<file path="src/rtl/trng_ctrl.sv">
// Sequencing controller for a ring-oscillator TRNG: warm-up, pipeline flush, word assembly, RCT health test.
// Latency: a word is offered one cycle after the take strobe that supplies its last bit.
// Backpressure: a held word stops sampling (no dff_en pulses) until valid_o && ready_i.
module trng_ctrl #(
  parameter int WORD_WIDTH    = 32,
  parameter int WARMUP_CYCLES = 256,
  parameter int SAMPLE_DIV    = 4,
  parameter int PIPE_FLUSH    = 2,
  parameter int RCT_CUTOFF    = 32
) (
  input  logic                  clk,
  input  logic                  rst_i,
  input  logic                  start_i,
  input  logic                  clear_fail_i,
  input  logic                  random_bit_i,
  output logic                  ro_en_o,
  output logic                  dff_en_o,
  output logic [WORD_WIDTH-1:0] word_o,
  output logic                  valid_o,
  input  logic                  ready_i,
  output logic                  busy_o,
  output logic                  fail_o
);

  localparam int WU_W  = (WARMUP_CYCLES > 1) ? $clog2(WARMUP_CYCLES) : 1;
  localparam int DIV_W = $clog2(SAMPLE_DIV);
  localparam int FL_W  = (PIPE_FLUSH > 1) ? $clog2(PIPE_FLUSH) : 1;
  localparam int BC_W  = $clog2(WORD_WIDTH);
  localparam int RC_W  = $clog2(RCT_CUTOFF + 1);

  typedef enum logic [2:0] {
    IDLE    = 3'd0,
    WARMUP  = 3'd1,
    FLUSH   = 3'd2,
    COLLECT = 3'd3,
    HOLD    = 3'd4,
    FAIL    = 3'd5
  } state_t;

  state_t                  state;
  state_t                  state_nxt;
  logic [WU_W-1:0]         warm_cnt;
  logic [DIV_W-1:0]        div_cnt;
  logic [FL_W-1:0]         flush_cnt;
  logic [BC_W-1:0]         bit_cnt;
  logic [RC_W-1:0]         rct_cnt;
  logic [RC_W-1:0]         rct_nxt;
  logic                    last_bit;
  logic                    first_take;
  logic [WORD_WIDTH-1:0]   shreg;
  logic [WORD_WIDTH-1:0]   shift_nxt;
  logic [WORD_WIDTH-1:0]   word;
  logic                    valid;
  logic                    dff_en;
  logic                    take;
  logic                    run;
  logic                    run_nxt;

  // Sampling is live only while staying inside FLUSH/COLLECT; any exit or entry restarts the divider.
  assign run     = (state == FLUSH) || (state == COLLECT);
  assign run_nxt = (state_nxt == FLUSH) || (state_nxt == COLLECT);

  // The first accepted bit after a flush starts a fresh repetition run.
  assign rct_nxt   = (first_take || (random_bit_i != last_bit)) ? RC_W'(1) : rct_cnt + RC_W'(1);
  assign shift_nxt = {shreg[WORD_WIDTH-2:0], random_bit_i};

  assign dff_en_o = dff_en;
  assign word_o   = word;
  assign valid_o  = valid;

  // State register.
  always_ff @(posedge clk) begin
    if (rst_i) state <= IDLE;
    else       state <= state_nxt;
  end

  // Next-state logic and state-decoded outputs; a take strobe with start_i low is ignored.
  always_comb begin
    state_nxt = state;
    ro_en_o   = 1'b0;
    busy_o    = 1'b0;
    fail_o    = 1'b0;
    case (state)
      IDLE: begin
        if (start_i) state_nxt = WARMUP;
      end
      WARMUP: begin
        ro_en_o = 1'b1;
        busy_o  = 1'b1;
        if (!start_i) state_nxt = IDLE;
        else if (warm_cnt == WU_W'(WARMUP_CYCLES - 1))
          state_nxt = (PIPE_FLUSH == 0) ? COLLECT : FLUSH;
      end
      FLUSH: begin
        ro_en_o = 1'b1;
        busy_o  = 1'b1;
        if (!start_i) state_nxt = IDLE;
        else if (take && (flush_cnt == FL_W'(PIPE_FLUSH - 1))) state_nxt = COLLECT;
      end
      COLLECT: begin
        ro_en_o = 1'b1;
        busy_o  = 1'b1;
        if (!start_i) state_nxt = IDLE;
        else if (take) begin
          // A health failure beats word completion on the same strobe.
          if (rct_nxt >= RC_W'(RCT_CUTOFF))            state_nxt = FAIL;
          else if (bit_cnt == BC_W'(WORD_WIDTH - 1))   state_nxt = HOLD;
        end
      end
      HOLD: begin
        ro_en_o = 1'b1;
        busy_o  = 1'b1;
        if (valid && ready_i) state_nxt = start_i ? COLLECT : IDLE;
      end
      FAIL: begin
        fail_o = 1'b1;
        if (clear_fail_i) state_nxt = IDLE;
      end
      default: state_nxt = IDLE;
    endcase
  end

  // Counters, sample strobes, shift register, health-test state and the output word.
  always_ff @(posedge clk) begin
    if (rst_i) begin
      warm_cnt   <= '0;
      div_cnt    <= '0;
      flush_cnt  <= '0;
      bit_cnt    <= '0;
      rct_cnt    <= '0;
      last_bit   <= 1'b0;
      first_take <= 1'b0;
      shreg      <= '0;
      word       <= '0;
      valid      <= 1'b0;
      dff_en     <= 1'b0;
      take       <= 1'b0;
    end else begin
      // Core output register updates on the pulse edge, so the bit is taken one cycle later.
      dff_en <= run && run_nxt && (div_cnt == DIV_W'(SAMPLE_DIV - 1));
      take   <= dff_en;

      warm_cnt <= (state == WARMUP) ? warm_cnt + WU_W'(1) : '0;

      if (run && run_nxt)
        div_cnt <= (div_cnt == DIV_W'(SAMPLE_DIV - 1)) ? '0 : div_cnt + DIV_W'(1);
      else
        div_cnt <= '0;

      if (state != FLUSH) flush_cnt <= '0;
      else if (take)      flush_cnt <= flush_cnt + FL_W'(1);

      if ((state_nxt == COLLECT) && ((state == WARMUP) || (state == FLUSH)))
        first_take <= 1'b1;
      else if ((state == COLLECT) && take)
        first_take <= 1'b0;

      // Partial words and health history are dropped whenever the generator is stopped or failed.
      if ((state == COLLECT) && take && start_i) begin
        shreg    <= shift_nxt;
        last_bit <= random_bit_i;
        rct_cnt  <= rct_nxt;
        bit_cnt  <= (bit_cnt == BC_W'(WORD_WIDTH - 1)) ? '0 : bit_cnt + BC_W'(1);
      end else if ((state == IDLE) || (state == FAIL)) begin
        shreg    <= '0;
        last_bit <= 1'b0;
        rct_cnt  <= '0;
        bit_cnt  <= '0;
      end

      if (state_nxt == FAIL) begin
        word  <= '0;
        valid <= 1'b0;
      end else if ((state == COLLECT) && (state_nxt == HOLD)) begin
        word  <= shift_nxt;
        valid <= 1'b1;
      end else if ((state == HOLD) && ready_i) begin
        valid <= 1'b0;
      end
    end
  end

endmodule

</file>
<file path="config.mk">
export PLATFORM = sky130hd
export DESIGN_NAME = trng_ctrl
export DESIGN_NICKNAME = d
export VERILOG_FILES = /design/src/rtl/trng_ctrl.sv
export SDC_FILE = /design/constraint.sdc
export NUM_CORES = 1
export LEC_CHECK = 0
export CAP_MARGIN = 20
export CORE_ASPECT_RATIO = 0.9
export CORE_MARGIN = 2
export CORE_UTILIZATION = 45
export CTS_CLUSTER_SIZE = 10
export DETAILED_ROUTE_END_ITERATION = 6
export PLACE_DENSITY = 0.66
export SKIP_LAST_GASP = 1
export SYNTH_ARGS = -nofsm -noshare
export SYNTH_HDL_FRONTEND = slang
export SYNTH_SLANG_ARGS = --single-unit
</file>
<file path="constraint.sdc">
create_clock -name clk -period 4 [get_ports clk]
set_input_delay 0.8 -clock clk [delete_from_list [all_inputs] [get_ports clk]]
set_output_delay 0.8 -clock clk [all_outputs]
set_load 0.005 [all_outputs]
</file>
Word-level counts from Yosys, hierarchy flattened
Index checks and enable logic that the tools add are counted.
{"block": "totals", "register_bits": 93, "out_inout_bits": 37}
{"block": "classes", "addsub": 5, "order_cmp": 1, "n_eq_ne": 14, "mux": 29, "n_bitwise": 2, "reduce_logical": 23}
{"op": "$mux W31", "count": 2}
{"op": "$mux W3", "count": 11}
{"op": "$mux W6", "count": 3}
{"op": "$pmux W3 S6", "count": 1}
{"op": "$mux W5", "count": 3}
{"op": "$eq A3 B2 Y1 const B", "count": 4}
{"op": "$eq A3 B3 Y1 const B", "count": 4}
{"op": "$logic_and A1 B1 Y1", "count": 9}
{"op": "$add A8 B1 Y8 const B", "count": 1}
{"op": "$eq A8 B8 Y1 const B", "count": 1}
{"op": "$mux W1", "count": 8}
{"op": "$add A6 B1 Y6 const B", "count": 1}
{"op": "$ge A6 B6 Y1 const B", "count": 1}
{"op": "$reduce_bool A2 Y1", "count": 3}
{"op": "$reduce_or A2 Y1", "count": 3}
{"op": "$add A5 B1 Y5 const B", "count": 1}
{"op": "$eq A5 B5 Y1 const B", "count": 1}
{"op": "$logic_or A1 B1 Y1", "count": 5}
{"op": "$reduce_or A4 Y1", "count": 1}
{"op": "$eq A3 B1 Y1 const B", "count": 1}
{"op": "$logic_not A3 Y1", "count": 1}
{"op": "$ne A3 B2 Y1 const B", "count": 1}
{"op": "$reduce_or A3 Y1", "count": 1}
{"op": "$add A2 B1 Y2 const B", "count": 1}
{"op": "other kinds (5)", "count": 6}

Longest topological paths before layout
Gate-level depths: netlist of run 1.
{"block": "depth", "ltp_word": 13, "depth_mapped": 8}

Least setup slack after synthesis of run 1
OpenSTA, ideal clock, no wires.
{"block": "synth_timing", "path_type": "in2reg", "startpoint": "input random_bit_i", "endpoint": "register word[10] (netlist: word_o[10])", "setup_time_ns": 0.146, "t_arrival_ns": 2.183, "path_slack_ns": 1.671, "stages": 6, "path_buffers": 1, "path_cell_list": "xor2_2 > a2111oi_4 > nor3_1 > o22ai_2 > buf_2 > a211oi_2"}
{"block": "synth_via", "elab_chain_cells": 10}
{"element": "from (decl)", "line": "15", "text": "input logic random_bit_i,"}
{"element": "$ne A1 B1 Y1 (*)", "line": "64", "text": "assign rct_nxt = (first_take || (random_bit_i != last_bit)) ? RC_W'(1) : rct_cnt + RC_W'(1);"}
{"element": "$logic_or A1 B1 Y1 (*)", "line": "64"}
{"element": "$mux W6 (*)", "line": "64"}
{"element": "$ge A6 B6 Y1 (*)", "line": "106", "text": "if (rct_nxt >= RC_W'(RCT_CUTOFF)) state_nxt = FAIL;"}
{"element": "$mux W3 (*)", "line": "106"}
{"element": "$mux W3 (*)", "line": "104", "text": "else if (take) begin"}
{"element": "$mux W3 (*)", "line": "103", "text": "if (!start_i) state_nxt = IDLE;"}
{"element": "$pmux W3 S6 (*)", "line": "83", "text": "case (state)"}
{"element": "$eq A3 B3 Y1, on equally long branches", "line": "171, 174"}
{"element": "$reduce_or A2 Y1 (no source line) / $logic_and A1 B1 Y1 (equally long branches)"}
{"element": "to (signal assigned)", "line": "175", "text": "word <= shift_nxt;"}
{"element": "to (decl)", "line": "52", "text": "logic [WORD_WIDTH-1:0] word;"}
Mark *: on every way between the ends. The rest lies on a longest branch, timed or not.
A chain may end at the register's enable or synchronous reset.

Worst setup path after layout of run 1
{"block": "layout_timing", "startpoint": "input random_bit_i", "endpoint": "register word[18] (netlist: word_o[18])"}
Same word-level chain as after synthesis.

==> results.md, run 1 <==
Outcome:
- The flow ran to the end, and the final reports show no timing, DRC or antenna violations.

Routing:
- In the routed design, unresolved DRC markers number 0.
- The number of search-and-repair iterations in the first detailed-routing pass is 4.
- In the final routed layout, each cell accounts on average for 14.97 µm.
- The detail-routed via count per cell is 5.514.
- After detailed routing, the total wire length is between 7 and 8 mm.
- Across all layers, the routed design uses 2939 vias.
- The first routing iteration left ~170 violations.
- The count of nets left with antenna violations once routing finished came out at 0.

Timing:
- The normalized max-slew margin is 49.30%.
- Setup violations remaining at the end of the flow were counted as 0.
- The final period utilization is 71.26%.
- Setup repair after global routing left no endpoint under its margin.
- The slew at the pin closest to its max-slew limit is 0.7605 ns.
- Derived from the worst setup path, the maximum achievable clock frequency is 350.8 MHz.
- The clock tree skew after final layout is 0.009821 ns.
- The max-slew violation total from the final report is 0.
- For the final routed database, the setup TNS stands at 0 ns.
- The time the final worst path needs with I/O delays and setup is 2.851 ns.
- The total count of hold-check failures in the final report was 0.

GRT:
- The initial antenna violation count was 0.
- The residual overflow from global routing is 0.
- The first global-routing pass estimated 13.84 mm of wire.
- The maximum number of pins on one net before global-route repair is 44.
- Global routing used 18.44% of the available tracks.
- The number of global-route vias before repair is 2862.

Placement:
- The congestion estimate from routability-driven global placement came to 0.8043.
- The count of input and output buffers is 42.
- Detailed placement finished with a half-perimeter wire length of ~5.1 mm.

CTS:
- The clock tree from TritonCTS is built.
- The number of buffers inserted by hold repair at cts is 0.
- The tree built by TritonCTS fans out to between 90 and 100 sinks.
- The number of buffers inserted during clock tree synthesis is 9.
- The count of buffers added by post-CTS timing repair for setup is 0.
- Gates resized during post-CTS repair numbered 0.
- The level count of the clock H-tree is 3.
- After clock tree synthesis, the clock-pin slew on the worst setup and hold paths is ~0.08 ns.
- The longest clock path from root to sink contains 2 buffers.
- The clock root buffer master is clkbuf_8.
- The clock latency on the worst-skew pair is between 0.3 and 0.4 ns.

Critical path:
- Tracing the worst setup path back leads to its startpoint at random_bit_i.
- The worst register-to-register path begins at bit_cnt[0].
- On the worst path, the slowest cell contributes a delay of about 0.54 ns.
- In this run the worst path has a maximum fanout of 20.
- STA classifies the critical path startpoint as a primary input.
- The worst endpoint required time is 4.22 ns.
- Walking the worst path, the cells encountered are clkdlybuf4s50_1 -> xor2_2 -> a2111oi_4 -> nor3_1 -> o22ai_4 -> buf_12 -> a211oi_2.
- On the critical path the largest part of the delay comes from compound AO/OA/AOI/OAI gates.
- STA classifies the critical path endpoint as a flip-flop.
- The setup path with the least slack is of type primary input to flip-flop.
- The slowest stage of the critical path is the o22ai_4 cell.
- The arrival time of the worst setup path is 3.07 ns.
- The combined buffer and inverter count along the critical path is 2.

Logic synthesis:
- The primary flip-flop cell chosen by synthesis mapping is dfxtp_1.
- The distinct cell type count after synthesis is 47.
- The sequential area share after synthesis is a little under half.
- The synthesized design contains 0 enable-type register cells.
- The synthesized netlist net count is 391.
- The share of flip-flops with an asynchronous set or reset is 0%.
- Dividing the synthesized area by the synthesized cell count gives a little over 10 µm².
- The combined area of all synthesized cells is a little under 4000 µm².
- The number of instances in the synthesized netlist is 380.
- The synthesized design contains 92 register bits.
- The yosys synthesis warning count is 0.

Finish:
- The area of combinational cells with multiple inputs is 1941 µm².
- The net count of the finished layout is 420.
- The area growth from synthesis to final layout is 17.95%.
- The storage element area is 1842 µm².
- Cells with a size suffix above 1 make up 14.49% of the layout.
- The fill cell total of the finished layout is 782.
- The antenna cell count is 0.

Floorplan:
- The floorplan die width is 102.7 µm.
- The placeable core region is 8528 µm².
- The die footprint is about 9500 µm².
- Row generation in the floorplan step produced 32 rows.
- The starting utilization of the core area is 46.27%.
- In this run the count of I/O pins placed on the die edge is 43.
- The die is 92.84 µm tall.

Pwr:
- The total power after layout is about 1.7 mW.
- The standby leakage power is about 1.4 nW.
- The share of power burned in combinational logic is 4.2%.
- VDD sags by at most 0.0001945 V.
- The switching power summed over all nets is 0.3724 mW.
- Internal power comes to 1.308 mW.
- The part of the power in registers is 54.7%.
- The share of total power consumed by net switching is 22.17%.
- The clock network accounts for 41.1% of the total power.
- Dividing total power by cell area gives a power density of 360.9 nW/µm².

Flow run:
- The number of max-cap violations is 0.

Worst hold path:
- The worst hold path belongs to the class flip-flop to flip-flop.
- The startpoint of the most critical hold path is div_cnt[0].
==> registers in the layout (all words and copies together) (netlist names), 2 cells and up <==
name and cells:
rct_cnt 6, word_o 32, bit_cnt 5, state 3, warm_cnt 8, shreg 31
div_cnt 2
==> Yosys cell counts, drive strengths merged, types with 6 or more instances <==
master	count	area, µm²
dfxtp	92	1842
a21oi	9	45.04
a211oi	32	385.4
nor2	52	195.2
nand2	10	37.54
mux2i	32	320.3
buf	16	107.6
clkbuf	15	56.30
nand2b	6	37.54
a22oi	36	270.3
o21ai	6	30.03
==> worst reg2reg max path, stage by stage (launching register included) <==
cell,delay (ns)
dfxtp_1,0.40
ha_1,0.21
and3_1,0.17
ha_1,0.25
nand2_1,0.14
nor4_4,0.29
buf_4,0.42
mux2i_1,0.30
a211oi_2,0.07
==> cell usage in the layout, fill, tap and decap left out, types with 3 or more instances in the layout <==
master,n
a311oi_1,4
dfxtp_1,92
a41oi_1,3
xnor2_1,5
a21boi_0,4
nor3_1,5
nor2_1,51
nand3_1,5
clkbuf_8,10
ha_1,5
xor2_1,4
nand2_1,10
a211oi_1,3
a21oi_1,9
a22oi_1,36
clkdlybuf4s50_1,41
inv_1,5
a211oi_2,29
mux2i_1,32
nand4_1,3
o21ai_0,6
buf_4,6
nand2b_1,6
and2_1,5
==> kinds of logic after synthesis <==
logic type | after synthesis | share of synthesized area (%)
adder cells (fa/ha/maj) | 5 | 1.585
buffers and inverters | 36 | 4.629
XOR/XNOR | 10 | 2.410
multiplexers | 32 | 8.117
flip-flops | 92 | 46.67
AND/OR/NAND/NOR | 105 | 13.73
AO/OA/AOI/OAI | 100 | 22.86
==> metal layers <==
metal	vias to the layer above	track usage, %	wire length, µm
li1	1452	-	-
met1	1436	24.18	3833
met2	41	29.52	3797
met3	10	4.377	238
met4	0	6.444	108
met5	-	0	0
==> power groups by stage <==
stage / Combinational, mW / Sequential (mW) / Clock [mW]
final: 0.0707 / 0.919 / 0.690
after global routing: 0.0768 / 0.920 / 0.746
after CTS: 0.0712 / 0.919 / 0.711
after detailed placement: 0.0714 / 0.941 / 0
after global placement: 0.0699 / 0.941 / 0
after floorplan: 0.0535 / 0.939 / 0
==> path summary, 6_finish.rpt <==
check / endpoint / slack, ns / depth (start not counted)
setup / recovery: word_o[18] / 1.15 / 7
hold / removal: div_cnt[0] / 0.44 / 1
setup reg to reg: word_o[12] / 1.62 / 8
hold reg to reg: div_cnt[0] / 0.44 / 1
==> metrics by stage <==
stage               cells  setup slack, ns  util (%)  area (µm²)  hold slack, ns
detailed placement    517           0.7822     51.95        4431          0.4259
finish                533            1.149     54.58        4654          0.4357
global placement      517           0.8421     51.95        4431          0.4120
global route          533            1.056     54.58        4654          0.4764
floorplan             380            1.671         -        3946          0.4045
CTS                   533            1.150     54.58        4654          0.4377
==> area by class of cell <==
cell class / count / area share, %
well taps: 119 / 3.199
multi-input cells: 252 / 41.69
repair buffers: 49 / 10.32
inverters: 5 / 0.4032
clock inverters: 5 / 1.774
clock buffers: 11 / 3.038
flip-flops and latches: 92 / 39.57
Note: power is estimated with default switching activity, not from simulation.
==> run 2: changes to the inputs <==
==> constraint.sdc (replaced) <==
create_clock -name clk -period 2.9 [get_ports clk]
set_input_delay 0.58 -clock clk [delete_from_list [all_inputs] [get_ports clk]]
set_output_delay 0.58 -clock clk [all_outputs]
set_load 0.005 [all_outputs]
==> run 2 against run 1 <==
- via count grew 1.1%
- worst hold slack is essentially flat
- sequential power grew 38%
- setup slack lost 0.64 ns
- highest routed layer unchanged
- sequential share of layout area shrank 0.36 points
- wire length shrank 0.46%
- die area is the same
- global-route usage shrank 0.47 points
- utilization grew 0.50 points
- clock power grew 26%
- final area grew 0.91%
- critical path depth is the same
==> results.md, run 2 (synthesized netlist as in run 1, its figures left out) <==
Timing:
- The number of failing setup endpoints in the final timing report is 0.
- The final period utilization is 82.27%.
- The post-route worst hold slack is 0.4356 ns.
- The clock tree skew after final layout is 0.01071 ns.
- Measured against its own limit, the worst slew margin works out to a little under three fifths.
- Summed over all failing endpoints, the final setup total negative slack is 0 ns.
- The max-slew violation total from the final report came to 0.
- The worst path needs 2.386 ns of the cycle, external delays included.
- The slew at the pin closest to its max-slew limit is ~0.67 ns.
- Setup repair after global routing left no endpoint under its margin.
- The achievable frequency is 419.1 MHz.
- The total count of hold-check failures in the final report is 0.

Floorplan:
- For this design the top-level I/O count stands at 43.
- The initial utilization of the core area, before any placement, comes to 46.27%.
- The floorplan die width is 102.7 µm.
- The placeable core region is around 8500 µm².
- The die is 92.84 µm tall.
- The die covers 9536 µm².
- The standard-cell row count is 32.

Critical path:
- The capture instance of the worst register-to-register path is word_o[27].
- The worst register-to-register path begins at bit_cnt[0].
- The arrival time of the worst setup path is 2.62 ns.
- The worst setup path endpoint is word_o[27].
- The number of cells on the worst reg-to-reg path is 8.
- The critical path endpoint category is a flip-flop.
- In this run the worst path has a maximum fanout of 13.
- At the worst endpoint, the required time is 3.13 ns.
- The setup path with the least slack is of type primary input to flip-flop.
- The register-to-register setup slack is ~0.56 ns.
- The sort of element at the start of the critical path is a primary input.
- The startpoint of the worst setup timing path is random_bit_i.

CTS:
- The count of buffers added by post-CTS timing repair for setup is 0.
- Clock tree synthesis found a total of 92 sinks.
- The longest clock path from root to sink contains 2 buffers.
- TritonCTS built the clock tree.
- CTS placed an instance of clkbuf_8 at the clock tree root.
- The number of clock buffers added by TritonCTS is 9.
- The number of gates resized after CTS was 0.
- The level count of the clock H-tree is 3.
- The clock latency on the worst-skew pair is around 0.36 ns.
- Clock-pin slew was measured on the worst setup and hold paths at 0.09 ns.
- The number of hold buffers added after CTS was 0.

Finish:
- The number of flip-flops under the largest register name is 32.
- The fill cell total of the finished layout is between 700 and 800.
- The area growth from synthesis to final layout is 19.02%.
- Measured on the finished design, the core utilization comes to 55.08%.
- The fraction of final layout cells with drive strength greater than 1 is 15.31%.
- The number of nets in the layout is 424.
- The antenna cell count is 0.
- The total non-filler cell area in the finished layout is 4697 µm².
- In the layout the commonest cells are dfxtp_1 (92), nor2_1 (51), clkdlybuf4s50_1 (41).
- The leading cell type in the layout, fill and taps excluded is dfxtp_1.
- The finished layout holds 537 standard cells, fillers aside.

Routing:
- The number of nets with antenna violations after routing is 0.
- The number of DRC markers after the initial detailed-route iteration is around 130.
- Summed over all layers, the routed wires come to 7.940 mm.
- After detailed routing, the average wire length per cell comes to 14.79 µm.
- The number of remaining DRC errors is 0.
- Using the TritonRoute via totals, the vias-per-cell ratio works out to between 5 and 6.
- For this block, the via count after detailed routing is slightly below 3000.
- Before antenna repair, the detailed router went through 4 iterations.

Placement:
- The count of input and output buffers is 42.
- The number of placed instances, taps included is 521.
- The detailed placement HPWL is ~5 mm.
- The area after detailed placement is 4498 µm².
- The final RePlAce weighted congestion is 0.7569.

GRT:
- The first global-routing pass estimated about 14 mm of wire.
- In the global route stage, overall resource usage came out at 17.97%.
- Entering global routing, the biggest net connects 41 pins.
- The number of global-route vias before repair was 2822.
- The initial antenna violation count came to 0.
- For this run the aggregate overflow at the end of global routing stands at 0.

Pwr:
- For this design the static power due to leakage is 1.432 nW.
- The largest vdd supply drop is 0.0003670 V.
- For this design the ratio of total power to cell area is 478.5 nW/µm².

Outcome:
- The flow ran to the end, and the final reports show no timing, DRC or antenna violations.

Flow run:
- Across the run, the number of max-cap violations was 0.

Worst hold path:
- The tightest min-delay check is of the flip-flop to flip-flop type.
[run 2: cell type report]
type / count / area, µm² / share of cell area (%)
Clock buffer: 10 / 127.6 / 2.717
Tap cell: 119 / 148.9 / 3.170
Timing Repair Buffer: 53 / 548.0 / 11.67
Sequential cell: 92 / 1842 / 39.21
Multi-Input combinational cell: 252 / 1941 / 41.32
Inverter: 5 / 18.77 / 0.3996
Clock inverter: 6 / 71.32 / 1.518
[run 2: worst min-delay path by stage]
stage	slack, ns	startpoint	to	depth (start not counted)
floorplan	0.40	div_cnt[0]	div_cnt[0]	1
global placement	0.41	div_cnt[0]	div_cnt[0]	1
detailed placement	0.42	div_cnt[0]	div_cnt[0]	1
CTS	0.44	div_cnt[0]	div_cnt[0]	1
global route	0.45	div_cnt[0]	div_cnt[0]	1
finish	0.44	div_cnt[0]	div_cnt[0]	1
[run 2: worst max-delay path, stage by stage]
cell and delay (ns):
clkdlybuf4s50_1 0.58, xor2_2 0.29, and4b_4 0.27, nor4_4 0.23, buf_4 0.32, mux2i_1 0.27, a211oi_2 0.07
[run 2: per-layer routing]
| metal | track usage [%] | up-vias | wire length, µm |
|---|---|---|---|
| met2 | 25.82 | 49 | 3619 |
| met3 | 5.434 | 14 | 264 |
| met1 | 24.96 | 1449 | 3902 |
| li1 | - | 1460 | - |
| met5 | 0 | - | 0 |
| met4 | 7.222 | 0 | 153 |
[run 2: through the flow]
| step | power, mW | setup slack, ns |
|---|---|---|
| 6_report | 2.247 | 0.5142 |
| 5_1_grt | 2.340 | 0.3461 |
| 4_1_cts | 2.276 | 0.5226 |
| 3_5_place_dp | 1.407 | 0.1487 |
| 3_3_place_gp | 1.407 | 0.1745 |
| 2_1_floorplan | 1.369 | 0.7556 |
[run 2: report_power, final]
group	switching, mW	internal [mW]
logic	0.0733	0.0349
clock network	0.463	0.408
registers	0.00424	1.26
